==> config.mk <==
export PLATFORM = sky130hd
export DESIGN_NAME = uart_tx_fifo
export DESIGN_NICKNAME = d
export VERILOG_FILES = /design/src/rtl/uart_tx_fifo.sv
export SDC_FILE = /design/constraint.sdc
export NUM_CORES = 1
export LEC_CHECK = 0
export BUFFER_PORTS_ARGS = -buffer_cell sky130_fd_sc_hd__buf_2
export CAP_MARGIN = 30
export CORE_ASPECT_RATIO = 0.75
export CORE_MARGIN = 2
export CORE_UTILIZATION = 40
export CTS_CLUSTER_SIZE = 25
export DETAILED_ROUTE_END_ITERATION = 16
export HOLD_SLACK_MARGIN = 0.06
export PLACE_DENSITY = 0.56
export SLEW_MARGIN = 20
export SYNTH_ARGS = -nofsm -noshare
export SYNTH_HDL_FRONTEND = slang
export SYNTH_SLANG_ARGS = --single-unit
==> constraint.sdc <==
create_clock -name HCLK -period 3.5 [get_ports HCLK]
set_input_delay 0.35 -clock HCLK [delete_from_list [all_inputs] [get_ports HCLK]]
set_output_delay 0.35 -clock HCLK [all_outputs]
set_load 0.01 [all_outputs]
==> src/rtl/uart_tx_fifo.sv <==
// ---------------------------------------------------------------------------
// uart_tx_fifo
//   Byte FIFO feeding an 8N1/8N2 UART transmitter.
//
//   Parameters
//     DEPTH       FIFO entries (power of two, >= 2)
//     PRESCALE_W  width of the prescale input
//
//   Ports
//     HCLK        sole clock, rising edge
//     HRESET      asynchronous, active-high reset
//     wdata/wr    byte to enqueue / push strobe (one byte per cycle)
//     en          transmitter enable
//     prescale    bit period minus one, in HCLK cycles
//     stop2       1 = two stop bits, 0 = one
//     ovf_clr     clears the sticky overflow flag
//     tx          registered serial line, idle high
//     full/empty  FIFO holds DEPTH / 0 bytes
//     count       FIFO occupancy
//     busy        FSM is in any state other than IDLE
//     done        one-cycle pulse on the last cycle of each frame
//     ovf         sticky: a push was attempted while full
//     dbg_state   current FSM state (IDLE=0, START=1, DATA=2, STOP=3)
//
//   Handshake: wr is a strobe with no ready. A write is accepted when the
//   FIFO is not full, or when it is full but the transmitter pops on the
//   same edge. Any other write is dropped and sets ovf.
// ---------------------------------------------------------------------------
module uart_tx_fifo #(
    parameter int DEPTH      = 8,
    parameter int PRESCALE_W = 16
) (
    input  logic                   HCLK,
    input  logic                   HRESET,
    input  logic [7:0]             wdata,
    input  logic                   wr,
    input  logic                   en,
    input  logic [PRESCALE_W-1:0]  prescale,
    input  logic                   stop2,
    input  logic                   ovf_clr,
    output logic                   tx,
    output logic                   full,
    output logic                   empty,
    output logic [$clog2(DEPTH):0] count,
    output logic                   busy,
    output logic                   done,
    output logic                   ovf,
    output logic [1:0]             dbg_state
);

    localparam int PTR_W = $clog2(DEPTH);
    localparam int CNT_W = PTR_W + 1;
    localparam logic [CNT_W-1:0] DEPTH_C = CNT_W'(DEPTH);

    typedef enum logic [1:0] {
        IDLE  = 2'd0,
        START = 2'd1,
        DATA  = 2'd2,
        STOP  = 2'd3
    } state_t;

    state_t                state_q, state_d;
    logic [PRESCALE_W-1:0] cnt_q, cnt_d;
    logic [PRESCALE_W-1:0] presc_q, presc_d;
    logic                  stop2_q, stop2_d;
    logic                  stop_second_q, stop_second_d;
    logic [2:0]            idx_q, idx_d;
    logic [7:0]            shift_q, shift_d;
    logic                  tx_q, tx_d;
    logic                  busy_q, busy_d;
    logic                  done_q, done_d;
    logic                  ovf_q, ovf_d;
    logic [PTR_W-1:0]      wr_ptr_q, wr_ptr_d;
    logic [PTR_W-1:0]      rd_ptr_q, rd_ptr_d;
    logic [CNT_W-1:0]      count_q, count_d;

    logic [7:0] mem [DEPTH];

    logic full_w;
    logic empty_w;
    logic bit_end;
    logic frame_end;
    logic pop;
    logic push;

    // Full/empty come from the occupancy counter, so equal pointers are
    // never ambiguous.
    assign full_w  = (count_q == DEPTH_C);
    assign empty_w = (count_q == '0);

    always_comb begin
        state_d       = state_q;
        cnt_d         = cnt_q;
        presc_d       = presc_q;
        stop2_d       = stop2_q;
        stop_second_d = stop_second_q;
        idx_d         = idx_q;
        shift_d       = shift_q;
        tx_d          = tx_q;
        ovf_d         = ovf_q;
        wr_ptr_d      = wr_ptr_q;
        rd_ptr_d      = rd_ptr_q;
        count_d       = count_q;

        bit_end   = (cnt_q == presc_q);
        frame_end = (state_q == STOP) && bit_end && (!stop2_q || stop_second_q);
        // A pop starts a frame, either from IDLE or directly out of the
        // final stop bit so that consecutive frames have no idle gap.
        pop  = en && !empty_w && ((state_q == IDLE) || frame_end);
        // When full, a same-edge pop frees the slot the write lands in.
        push = wr && (!full_w || pop);

        case (state_q)
            IDLE: begin
            end
            START: begin
                if (bit_end) begin
                    cnt_d   = '0;
                    state_d = DATA;
                    idx_d   = 3'd0;
                    tx_d    = shift_q[0];
                    shift_d = {1'b0, shift_q[7:1]};
                end else begin
                    cnt_d = cnt_q + PRESCALE_W'(1);
                end
            end
            DATA: begin
                if (bit_end) begin
                    cnt_d = '0;
                    if (idx_q == 3'd7) begin
                        state_d       = STOP;
                        tx_d          = 1'b1;
                        stop_second_d = 1'b0;
                    end else begin
                        idx_d   = idx_q + 3'd1;
                        tx_d    = shift_q[0];
                        shift_d = {1'b0, shift_q[7:1]};
                    end
                end else begin
                    cnt_d = cnt_q + PRESCALE_W'(1);
                end
            end
            STOP: begin
                if (bit_end) begin
                    cnt_d = '0;
                    if (frame_end) begin
                        state_d = IDLE;
                        tx_d    = 1'b1;
                    end else begin
                        stop_second_d = 1'b1;
                    end
                end else begin
                    cnt_d = cnt_q + PRESCALE_W'(1);
                end
            end
            default: begin
                state_d = IDLE;
                tx_d    = 1'b1;
            end
        endcase

        // Frame start: load the head byte and freeze the bit timing and
        // stop-bit count for the whole frame.
        if (pop) begin
            state_d       = START;
            shift_d       = mem[rd_ptr_q];
            tx_d          = 1'b0;
            cnt_d         = '0;
            presc_d       = prescale;
            stop2_d       = stop2;
            stop_second_d = 1'b0;
            idx_d         = 3'd0;
        end

        if (push) begin
            wr_ptr_d = wr_ptr_q + PTR_W'(1);
        end
        if (pop) begin
            rd_ptr_d = rd_ptr_q + PTR_W'(1);
        end
        case ({push, pop})
            2'b10:   count_d = count_q + CNT_W'(1);
            2'b01:   count_d = count_q - CNT_W'(1);
            default: count_d = count_q;
        endcase

        // A dropped write has priority over a clear in the same cycle.
        if (wr && !push) begin
            ovf_d = 1'b1;
        end else if (ovf_clr) begin
            ovf_d = 1'b0;
        end

        busy_d = (state_d != IDLE);
        // done is registered, so it is raised for the cycle that will be the
        // last cycle of the final stop bit.
        done_d = (state_d == STOP) && (cnt_d == presc_d) && (!stop2_d || stop_second_d);
    end

    always_ff @(posedge HCLK or posedge HRESET) begin
        if (HRESET) begin
            state_q       <= IDLE;
            cnt_q         <= '0;
            presc_q       <= '0;
            stop2_q       <= 1'b0;
            stop_second_q <= 1'b0;
            idx_q         <= 3'd0;
            shift_q       <= 8'd0;
            tx_q          <= 1'b1;
            busy_q        <= 1'b0;
            done_q        <= 1'b0;
            ovf_q         <= 1'b0;
            wr_ptr_q      <= '0;
            rd_ptr_q      <= '0;
            count_q       <= '0;
        end else begin
            state_q       <= state_d;
            cnt_q         <= cnt_d;
            presc_q       <= presc_d;
            stop2_q       <= stop2_d;
            stop_second_q <= stop_second_d;
            idx_q         <= idx_d;
            shift_q       <= shift_d;
            tx_q          <= tx_d;
            busy_q        <= busy_d;
            done_q        <= done_d;
            ovf_q         <= ovf_d;
            wr_ptr_q      <= wr_ptr_d;
            rd_ptr_q      <= rd_ptr_d;
            count_q       <= count_d;
        end
    end

    // Storage needs no reset: occupancy and pointers define valid contents.
    always_ff @(posedge HCLK) begin
        if (push) begin
            mem[wr_ptr_q] <= wdata;
        end
    end

    assign tx        = tx_q;
    assign busy      = busy_q;
    assign done      = done_q;
    assign ovf       = ovf_q;
    assign count     = count_q;
    assign full      = full_w;
    assign empty     = empty_w;
    assign dbg_state = state_q;

endmodule

# Yosys cells after proc, flatten, opt, wreduce, memory -nomap -nowiden
# Memory sizes are Yosys's and may differ from the RTL's.
# Index checks and enable logic that the tools add are counted.
[word_totals]
inputBits = 30
mem_count = 1
reg_bits = 61
elab_cells = 103
ram_bits = 64
output_inout_bits = 12
[op_classes]
eq_ne = 15
mux = 40
n_reduce_logical = 27
addsub = 6
[mem_list]
columns = ["memory", "words", "width", "read_ports", "rd_ports_with_merged_regs", "wr", "line_no", "text"]
rows = [
  ["mem", 8, 8, 1, 0, 1, "77", "logic [7:0] mem [DEPTH];"],
]
[op_table]
columns = ["op", "n"]
rows = [
  ["$mux 16", 4],
  ["$eq 16x16->1", 2],
  ["$mux 8", 4],
  ["$add 16x1->16 const B", 1],
  ["$mux 1", 16],
  ["$pmux 8 s2", 1],
  ["$ne 3x3->1 const B", 5],
  ["$mux 2", 6],
  ["$mux 3", 4],
  ["$add 3x1->3 const B", 3],
  ["$eq 2x2->1 const B", 4],
  ["$logic_and 1x1->1", 8],
  ["$pmux 4 s2", 1],
  ["$pmux 2 s3", 1],
  ["$pmux 3 s2", 1],
  ["$reduce_bool 2->1", 3],
  ["$logic_not 1->1", 5],
  ["$reduce_and 5->1", 1],
  ["$add 4x1->4 const B", 1],
  ["$eq 2x1->1 const B", 2],
  ["$eq 4x4->1 const B", 1],
  ["$logic_not 4->1", 1],
  ["$logic_or 1x1->1", 4],
  ["$reduce_and 4->1", 1],
  ["other kinds (8)", 8],
]

# Logic depth before layout (Yosys ltp)
[depth]
depth_word = 10
ltp_mapped = 13
mapped_depth_nobuf = 11

# Worst setup path after synthesis
# No wires, ideal clock.
[synth_timing]
path_type = "reg2reg"
from = "reg cnt_q[0]"
to = "mem mem[0][0], enable pin"
path_slack_ns = 0.510
t_arrival_ns = 2.606
period_less_slack_ns = 2.990
n_path_buf = 1
setup_ns = 0.383
path_stages_with_launch = 9
required_time_ns = 3.117
path_cell_list = "dfrtp_1 > clkbuf_1 > xor2_1 > nor4_4 > nand4_4 > o31a_1 > a21boi_0 > nand2b_1 > nor3_1"
[synth_between]
elab_chain_len = 9
[synth_rtl]
columns = ["item", "line_no", "text"]
rows = [
  ["start: declaration", "63", "logic [PRESCALE_W-1:0] cnt_q, cnt_d;"],
  ["start signal: assignment", "218", "cnt_q <= cnt_d;"],
  ["$eq 16x16->1", "105", "bit_end = (cnt_q == presc_q);"],
  ["$logic_and 1x1->1 (2 in series)", "106", "frame_end = (state_q == STOP) && bit_end && (!stop2_q || stop_second_q);"],
  ["$logic_or 1x1->1", "109", "pop = en && !empty_w && ((state_q == IDLE) || frame_end);"],
  ["$logic_and 1x1->1", "109", ""],
  ["$logic_or 1x1->1", "111", "push = wr && (!full_w || pop);"],
  ["$logic_and 1x1->1", "111", ""],
  ["$mux 1", "236", "if (push) begin"],
  ["$mux 1 (implied by the code)", "237", "mem[wr_ptr_q] <= wdata;"],
  ["end: declaration", "77", ""],
]
# No other way between the ends.

# Final worst setup path
[layout_timing]
from = "reg state_q[0], in the netlist dbg_state[0]"
to = "reg done_q, in the netlist done"
[layout_between]
elab_chain_len = 10
word_cells_on_any_way = 30
cone_classes = "eq/ne: 5; mux: 15; reduce/logical: 10"
[layout_rtl]
columns = ["item", "line_no", "text"]
rows = [
  ["start: declaration", "62", "state_t state_q, state_d;"],
  ["start signal: assignment", "217", "state_q <= state_d;"],
  ["$eq 2x2->1", "106, 113", ""],
  ["$logic_and 1x1->1 (2 in series)", "106", ""],
  ["$mux 2", "146", "if (frame_end) begin"],
  ["$mux 2", "144", "if (bit_end) begin"],
  ["$pmux 2 s3", "113", "case (state_q)"],
  ["$mux 2", "164", "if (pop) begin"],
  ["$eq 2x2->1", "197", "done_d = (state_d == STOP) && (cnt_d == presc_d) && (!stop2_d || stop_second_d);"],
  ["$logic_and 1x1->1", "197", ""],
  ["$logic_and 1x1->1 (*)", "197", ""],
  ["net done_d", "71", "logic done_q, done_d;"],
  ["end signal: assignment", "226", "done_q <= done_d;"],
  ["end: declaration", "71", ""],
]
# The timed path passes the listed nets; every way through them passes the cells marked *.
# A chain may end at the register's enable or synchronous reset.

==> out/metrics.yaml <==
p_leak_uw: 0.00300
gp_congestion: 0.868
r2r_slack_ns: 0.30
drt_pass1_iterations: 5
fmax_mhz: 313
cts.sinks: 125
muxShareOfSynthArea: 0.0909
finalInstanceArea_mm2: 0.00719
reg2reg_from: "dbg_state[0]$_DFF_PP0_"
fin_total_pwr_uw: 5980
ys_types: 61
synth_flop_cell: "edfxtp_1"
drc: 0
start_util: 0.412
syn_area_mm2: 0.00601
synth_edf_count: 64
hpwl_um: 9470
synth.most_common_cell: "edfxtp_1"
worst_pin_slew_ns: 0.721
grt_use_total: 0.182
yosys-top-cells-count: "64 x edfxtp_1, 60 x dfrtp_1, 60 x nand2_1"
fillers: 1305
synth_area_leaders: "edfxtp_1 32%, dfrtp_1 25%, mux4_2 6.0%"
cts_resized: 0
grt_pass1_wl_um: 21800
cts_hold_buf: 0
yosys.area.top_type: "edfxtp_1"
criticalPathCategory: "reg2reg"
die-width_um: 146
cp.required_ns: 3.82
synth_fa_ha_area_frac: 0.0283
yosys.area_share.simple: 0.137
drive_above_1_share: 0.235
area_delta_synth_final_pct: 19.5
end_kind: "flip-flop"
slew_violations: 0
antenna_found_initial: 0
worstHoldPathType: "in2async"
p_per_area_mw_per_mm2: 832
drv_cap: 0
dieHeight_um: 110
grt_max_degree: 32
crit_fanout: 4
wl_per_cell_um: 18.0
synth-async-reset-ratio: 0.488
finClkSkew_ns: 0.00837
reg2reg_depth: 10
clock_path_buffers: 2
cts_buffers: 17
clk_latency_ns: 0.41
finalCritPeriodShare: 0.913
diodes: 0
ios: 42
drt_iter0_drc: 280
viasPerCell: 5.20
synth_seq_area_share: 0.574
startpoint_type: "flip-flop"
synth-compound-area-share: 0.0780
cts_tree: "built"
root_buffer: "clkbuf_16"
htree_levels: 4
synth-xor-area-share: 0.0641
synth.ff_latch_count: 125
first_global_vias: 3958
vias: 3921
finalWirelength_um: 13600
hold_viol: 0
grt_overflow_total: 0
utilization: 0.492
fin_nets: 584
finalSetupTns_ns: 0
ys_warn_count: 0
vdd_ir_drop_max_uv: 320
max_slew_margin: 0.519
synth_top_family_by_area: "simple AND/OR/NAND/NOR gates"
rsz0062_at_grt: "false"
worstPathArrival_ns: 3.52
clkTransAtPathRegs_ns: 0.06
synth_fp_nets: 523
cts_setup_buffers: 0
avgSynthCellArea_um2: 12.5
worst_slack_ns: 0.304
setup_viol: 0
portBuffers: 41
dieArea_mm2: 0.0160
synthCells: 480
coreArea_mm2: 0.0146
ant_nets: 0
rows: 38
dp_slack_ns: 0.360
status: "completed"
min_period_ns: 3.20
r2r-end: "done$_DFF_PP0_"
placed_area_mm2: 0.00656
yosysTopAreaCellShare: 0.320
-- cells by family (layout without fill, tap and decap cells) --
kind of cell    Yosys count  in the layout
simple gates            158            158
flops                   125            125
compound gates           66             66
xor+xnor                 44             44
buf+inv                  40            114
mux                      34             34
fa+ha+maj                13             13
-- area by class of cell --
class	instances	area, µm²	share of cell area
Sequential cell	125	3450	0.480
Multi-Input combinational cell	315	2400	0.334
Clock buffer	19	433	0.0602
Timing Repair Buffer	64	398	0.0554
Tap cell	200	250	0.0348
Clock inverter	13	190	0.0265
Inverter	18	67.6	0.00940
-- worst max path at each step --
stage	start	slack [ns]	depth (start not counted)	to
2_1_floorplan	cnt_q[0]$_DFF_PP0_	0.51	8	mem[0][0]$_DFFE_PP_
3_3_place_gp	dbg_state[1]$_DFF_PP0_	0.41	10	done$_DFF_PP0_
3_5_place_dp	dbg_state[0]$_DFF_PP0_	0.36	10	done$_DFF_PP0_
4_1_cts	dbg_state[0]$_DFF_PP0_	0.32	10	done$_DFF_PP0_
5_1_grt	dbg_state[1]$_DFF_PP0_	0.11	10	done$_DFF_PP0_
6_report	dbg_state[0]$_DFF_PP0_	0.30	10	done$_DFF_PP0_
-- through the flow --
step	cells	hold slack (ns)
3_5_place_dp	722	0.477
4_1_cts	754	0.0737
2_1_floorplan	480	0.449
6_report	754	0.0532
5_1_grt	754	0.106
3_3_place_gp	721	0.472
-- critical path: stages, from the launching register on --
cell	delay, ns
dfrtp_1	0.40
inv_1	0.11
ha_1	0.27
and3b_1	0.34
or4b_2	0.62
xor2_1	0.26
o22a_1	0.19
o221ai_1	0.11
o41ai_1	0.38
o211ai_1	0.24
nor4_2	0.17
-- power breakdown --
group,total (µW),switching (µW),internal (µW),leakage (µW)
registers,2250,349,1900,0.00135
clock network,1850,656,1200,0.000302
logic,1870,1010,866,0.00135
total,5980,2010,3970,0.00300
-- cell usage in the layout, fill, tap and decap left out, types with 2 or more instances in the layout --
master / count
a211oi_1: 8
a21oi_1: 20
a22oi_1: 2
a31oi_1: 2
buf_2: 41
buf_4: 22
bufinv_16: 4
clkbuf_1: 2
clkbuf_16: 17
clkinv_2: 2
clkinv_4: 4
dfrtp_1: 60
edfxtp_1: 64
ha_1: 12
inv_1: 17
inv_6: 2
mux2_2: 5
mux2i_1: 13
mux4_2: 16
nand2_1: 60
nand2b_1: 7
nand3_1: 8
nand4_1: 4
nand4b_1: 2
nor2_1: 38
nor2b_1: 8
nor3_1: 9
nor3b_1: 4
nor4_1: 3
nor4_2: 2
nor4_4: 3
o21a_1: 3
o21ai_0: 10
o22a_1: 2
o22ai_1: 3
xnor2_1: 14
xor2_1: 30
-- sequential cells by signal, summed over array words and instances, names as in the netlist --
name           count
rd_ptr_q           3
mem               64
count              4
stop_second_q      1
idx_q              3
tx                 1
presc_q           16
shift_q            8
dbg_state          2
ovf                1
done               1
cnt_q             16
busy               1
wr_ptr_q           3
stop2_q            1
-- metal layers --
metal	GRT usage	routed length (µm)	vias to the layer above
li1	-	-	1866
met1	0.257	6770	1937
met2	0.276	5980	107
met3	0.0420	702	11
met4	0.0686	117	0
met5	0	0	-
Note: power is estimated with default switching activity, not from simulation.
